[config.mk]
export PLATFORM = sky130hd
export DESIGN_NAME = sobel_edge
export DESIGN_NICKNAME = d
export VERILOG_FILES = /design/src/rtl/sobel_edge.sv
export SDC_FILE = /design/constraint.sdc
export NUM_CORES = 1
export LEC_CHECK = 0
export CAP_MARGIN = 20
export CORE_UTILIZATION = 40
export DETAILED_ROUTE_END_ITERATION = 8
export DONT_BUFFER_PORTS = 1
export GPL_TIMING_DRIVEN = 1
export PLACE_DENSITY = 0.5
export RECOVER_POWER = 50
export SYNTH_ARGS = -nofsm -noshare
export SYNTH_HDL_FRONTEND = slang
export SYNTH_SLANG_ARGS = --single-unit
[constraint.sdc]
create_clock -name clk -period 13.39 [get_ports clk]
set_input_delay 2.0085 -clock clk [delete_from_list [all_inputs] [get_ports clk]]
set_output_delay 2.0085 -clock clk [all_outputs]
set_load 0.1 [all_outputs]
[src/rtl/sobel_edge.sv]
// Streaming 3x3 Sobel edge detector: raster counters, 3x3 column window,
// and a two-stage |Gx|+|Gy| pipeline with saturation to the pixel range.
module sobel_edge #(
   parameter int WIDTH  = 640,
   parameter int HEIGHT = 480,
   parameter int DW     = 12
) (
   input  logic          clk,
   input  logic          rst,
   input  logic          en,
   input  logic          sof,
   input  logic [DW-1:0] pixel_in,
   input  logic [DW-1:0] tap1_in,
   input  logic [DW-1:0] tap2_in,
   output logic [DW-1:0] edge_out,
   output logic          edge_valid,
   output logic          frame_done
);

   localparam int CW = (WIDTH  > 1) ? $clog2(WIDTH)  : 1;
   localparam int RW = (HEIGHT > 1) ? $clog2(HEIGHT) : 1;
   localparam int SW = DW + 2;
   localparam int DW3 = DW + 3;

   // Weighted 1-2-1 sum of three pixels; DW+2 bits cannot overflow.
   function automatic logic [SW-1:0] wsum(input logic [DW-1:0] a,
                                          input logic [DW-1:0] b,
                                          input logic [DW-1:0] c);
      wsum = {2'b00, a} + {1'b0, b, 1'b0} + {2'b00, c};
   endfunction

   // Absolute difference of two weighted sums via a DW+3 bit signed subtract.
   function automatic logic [SW-1:0] absdiff(input logic [SW-1:0] p,
                                             input logic [SW-1:0] n);
      logic signed [DW3-1:0] d;
      logic signed [DW3-1:0] m;
      d = $signed({1'b0, p}) - $signed({1'b0, n});
      m = -d;
      if (d[DW3-1]) begin
         absdiff = m[SW-1:0];
      end else begin
         absdiff = d[SW-1:0];
      end
   endfunction

   logic [CW-1:0] col_r;
   logic [RW-1:0] row_r;
   logic [CW-1:0] pos_col_s;
   logic [RW-1:0] pos_row_s;
   logic [CW-1:0] nxt_col_s;
   logic [RW-1:0] nxt_row_s;
   logic          win_ok_s;
   logic          win_last_s;

   // win_r[c][k]: c=0 oldest column, c=2 newest; k=0 row r-2, k=2 row r.
   logic [DW-1:0] win_r [3][3];
   logic          win_valid_r;
   logic          win_last_r;

   logic [SW-1:0] gx_s;
   logic [SW-1:0] gy_s;
   logic [SW-1:0] abs_gx_r;
   logic [SW-1:0] abs_gy_r;
   logic          mag_valid_r;
   logic          mag_last_r;
   logic [DW3-1:0] sum_s;
   logic [DW-1:0]  sat_s;

   // Position of the pixel being accepted and the counter value that follows it.
   always_comb begin
      pos_col_s = col_r;
      pos_row_s = row_r;
      nxt_col_s = col_r;
      nxt_row_s = row_r;
      if (sof) begin
         pos_col_s = {CW{1'b0}};
         pos_row_s = {RW{1'b0}};
      end else begin
         pos_col_s = col_r;
         pos_row_s = row_r;
      end
      if (pos_col_s == CW'(WIDTH - 1)) begin
         nxt_col_s = {CW{1'b0}};
         if (pos_row_s == RW'(HEIGHT - 1)) begin
            nxt_row_s = {RW{1'b0}};
         end else begin
            nxt_row_s = pos_row_s + RW'(1);
         end
      end else begin
         nxt_col_s = pos_col_s + CW'(1);
         nxt_row_s = pos_row_s;
      end
      win_ok_s   = (pos_row_s >= RW'(2)) && (pos_col_s >= CW'(2));
      win_last_s = (pos_row_s == RW'(HEIGHT - 1)) && (pos_col_s == CW'(WIDTH - 1));
   end

   // Counters and window advance only on accepted pixels; the valid bit is a pulse.
   always_ff @(posedge clk) begin
      if (rst) begin
         col_r       <= {CW{1'b0}};
         row_r       <= {RW{1'b0}};
         win_valid_r <= 1'b0;
         win_last_r  <= 1'b0;
         for (int c = 0; c < 3; c++) begin
            for (int k = 0; k < 3; k++) begin
               win_r[c][k] <= {DW{1'b0}};
            end
         end
      end else begin
         if (en) begin
            col_r <= nxt_col_s;
            row_r <= nxt_row_s;
            for (int c = 0; c < 2; c++) begin
               for (int k = 0; k < 3; k++) begin
                  win_r[c][k] <= win_r[c+1][k];
               end
            end
            win_r[2][0] <= tap2_in;
            win_r[2][1] <= tap1_in;
            win_r[2][2] <= pixel_in;
         end
         win_valid_r <= en & win_ok_s;
         win_last_r  <= en & win_ok_s & win_last_s;
      end
   end

   // Gradients: Gx = newest column minus oldest, Gy = row r minus row r-2.
   always_comb begin
      gx_s = absdiff(wsum(win_r[2][0], win_r[2][1], win_r[2][2]),
                     wsum(win_r[0][0], win_r[0][1], win_r[0][2]));
      gy_s = absdiff(wsum(win_r[0][2], win_r[1][2], win_r[2][2]),
                     wsum(win_r[0][0], win_r[1][0], win_r[2][0]));
   end

   // Gradient magnitude stage; runs every clock so results drain during en gaps.
   always_ff @(posedge clk) begin
      if (rst) begin
         abs_gx_r    <= {SW{1'b0}};
         abs_gy_r    <= {SW{1'b0}};
         mag_valid_r <= 1'b0;
         mag_last_r  <= 1'b0;
      end else begin
         abs_gx_r    <= gx_s;
         abs_gy_r    <= gy_s;
         mag_valid_r <= win_valid_r;
         mag_last_r  <= win_last_r;
      end
   end

   // Sum and clamp to the largest representable pixel value.
   always_comb begin
      sum_s = {1'b0, abs_gx_r} + {1'b0, abs_gy_r};
      if (sum_s > {3'b000, {DW{1'b1}}}) begin
         sat_s = {DW{1'b1}};
      end else begin
         sat_s = sum_s[DW-1:0];
      end
   end

   // Output register; edge_out keeps its last value between pulses.
   always_ff @(posedge clk) begin
      if (rst) begin
         edge_out   <= {DW{1'b0}};
         edge_valid <= 1'b0;
         frame_done <= 1'b0;
      end else begin
         edge_valid <= mag_valid_r;
         frame_done <= mag_last_r;
         if (mag_valid_r) begin
            edge_out <= sat_s;
         end
      end
   end

endmodule

==> qor.txt <==
Top_reg_cell synth = edfxtp_1
Post-Route WL = 23000 um
Max-slew headroom = -84.3%
Avg Cell Area, Syn = 10.1 um^2
Final weighted congestion in routability-driven placement = 0.856
Sum Neg Setup Slack = 0 ns
Core area = 27200 um^2
Status = complete, but fails checks
Yosys reg bits = 173
Max H-tree Level = 4
Clk_skew = 0.0166 ns
Synth Instances = 1102
Slack of the critical path = 7.37 ns
# nets final = 1287
Share of post-route cells with drive strength above 1 = 4.76%
Final Cycle Share = 45.0%
Synth cell count leaders = inv_1, nor2_1, edfxtp_1, fa_1, and2_1
WP data required = 13.48 ns
# diodes = 0
Setup crit end kind = flop
DIE AREA = 28600 um^2
Maximum clock path buffer count = 2
Top-count cell post-synth = inv_1
Antenna violations before repair = 0
Class of the worst hold path = reg -> reg
FP Rows = 60
Synth Warn # = 0
Via count = 7075
Worst EP arrival = 6.12 ns
DRC viols = 0
Port Buf Inserts = 0
Final ANT Viol Nets = 0
Sequential area share after synthesis = 40.6%
CTS clk-pin slew, worst paths = 0.08 ns
Grt ovf = 0
Final Hold Fails = 0
Slew Viols, Final = 178
Total power = 2.77 mW
Die X = 169 um
Die Y = 169 um
Num ports = 54
Post-synth top area cell = edfxtp_1
F_max = 0.166 GHz
Wirelength per Cell = 15.5 um
Final core occ = 44.7%
EDFF count, synth = 108
Critical Path Start Type = input port
CTS Buf Count = 17
Synth area leaders = edfxtp_1, fa_1, dfxtp_1, inv_1, ha_1
VDD IR max = 0.139 mV
Pwr/cell area = 228 nW/um^2
Synth async-reset ratio = 0%
Starting DRC count in detailed routing = 368
Pre-CTS WS = 8.49 ns
Resized cells post-CTS = 0
Num Clock Sinks = 173
Yosys top cell area share = 29.0%
Failing checks = max-capacitance violations, max-slew violations
Gr usage total = 17.5%
Leak Pwr = 5.12 nW
RSZ-0062 raised after global routing = false
Final min period = 6.02 ns
Synth cell types = 67
Synthesized area = 11200 um^2
Largest net degree at the start of global routing = 69
Number of max-cap violations = 3
Vias in the first global route = 7361
Worst-skew pair later-pin latency = 0.45 ns
CP Class = in -> reg
Syn Nets = 1289
Number of vias per cell = 4.76
Pre-Repair DR Iteration Count = 4
DP HPWL = 17000 um
Root buf cell = clkbuf_16
Area growth, synth to finish = 8.53%
Finish-stage setup viols = 0
Worst slew pin tran = 2.75 ns
Global-route wire length before repair = 38400 um
Worst Path Max Fanout = 61
Cts hold-fix bufs = 0
CTS tree = yes
Setup Buffers After CTS = 0
Initial Util = 41.1%
-- cell usage in the layout, fill, tap and decap left out, types with 3 or more instances in the layout --
cell,synthesis,layout
o2111ai_1,3,3
nand2_1,23,23
a211oi_1,3,3
nor2_1,117,117
nor4_1,5,5
o31ai_1,6,6
and2_0,0,38
inv_1,220,219
o211ai_1,11,11
and3_1,13,13
nor3_1,31,31
o21a_1,4,4
mux2i_1,3,3
a31oi_1,8,8
clkinv_4,0,4
fa_1,95,95
xor2_1,17,17
clkbuf_16,0,17
nand3_1,19,19
a21o_1,7,7
or3_1,10,10
and2_1,70,32
dfxtp_1,65,65
xnor2_1,27,27
or2_2,6,6
nand2b_1,11,10
o21bai_1,3,3
mux2_1,3,3
edfxtp_1,108,108
a21oi_2,3,3
ha_1,52,52
o21ai_0,31,31
inv_4,0,3
o21ai_1,13,13
nor2b_1,18,18
clkbuf_1,25,3
a21oi_1,31,31
-- routing by layer --
layer | up-vias | share of wire, % | track usage [%]
met3 | 10 | 3.0 | 3.03
met5 | - | 0 | 0
met1 | 3411 | 51 | 25.1
li1 | 3570 | - | -
met4 | 0 | 1.0 | 4.43
met2 | 84 | 45 | 27.4
-- sequential cells by signal, summed over array words and instances (netlist names) --
register     cells
win_valid_r      1
edge_out        12
abs_gy_r        14
mag_valid_r      1
col_r           10
frame_done       1
win_last_r       1
edge_valid       1
abs_gx_r        14
win_r          108
mag_last_r       1
row_r            9
-- final timing paths --
kind,depth (start not counted),slack (ns),start,end
worst max register to register,15,8.68,win_r[0][98],abs_gy_r[13]
worst min register to register,1,0.44,mag_last_r,frame_done
worst min-delay path,1,0.44,mag_last_r,frame_done
worst max-delay path,4,7.37,en,win_r[0][15]
-- per-stage QoR --
step | cell area (um^2) | hold WS (ns) | std cells
5_1_grt | 12100 | 0.452 | 1485
3_5_place_dp | 11600 | 0.420 | 1452
3_3_place_gp | 11600 | 0.420 | 1452
6_report | 12100 | 0.440 | 1485
2_1_floorplan | 11200 | 0.414 | 1102
4_1_cts | 12100 | 0.440 | 1484
-- cell families (layout without fill, tap and decap cells) --
family / count (synthesis) / count (layout) / share of synthesized area, %
AND/OR/NAND/NOR: 338 / 338 / 15.6
XOR/XNOR: 45 / 45 / 3.59
multiplexers: 6 / 6 / 0.571
adder cells (fa/ha/maj): 147 / 147 / 22.8
flip-flops: 173 / 173 / 40.6
AO/OA/AOI/OAI: 145 / 145 / 8.43
buffers and inverters: 248 / 259 / 8.34
-- critical path: stages --
cell        delay (ns)
nor2_1            0.40
clkbuf_1          0.37
clkinvlp_2        2.15
buf_4             1.12
-- power by group --
group	switching, mW	internal (mW)
combinational	0.959	0.660
clock	0.238	0.252
sequential	0.0241	0.634
-- final cells by class --
type	count	area (um^2)
multi-input cells	681	5710
inverters	222	835
clock inverters	13	104
repair buffers	5	26.3
well taps	372	465
fillers	2691	15000
flip-flops and latches	173	4540
clock buffers	19	453
(Power assumes the default switching activity.)
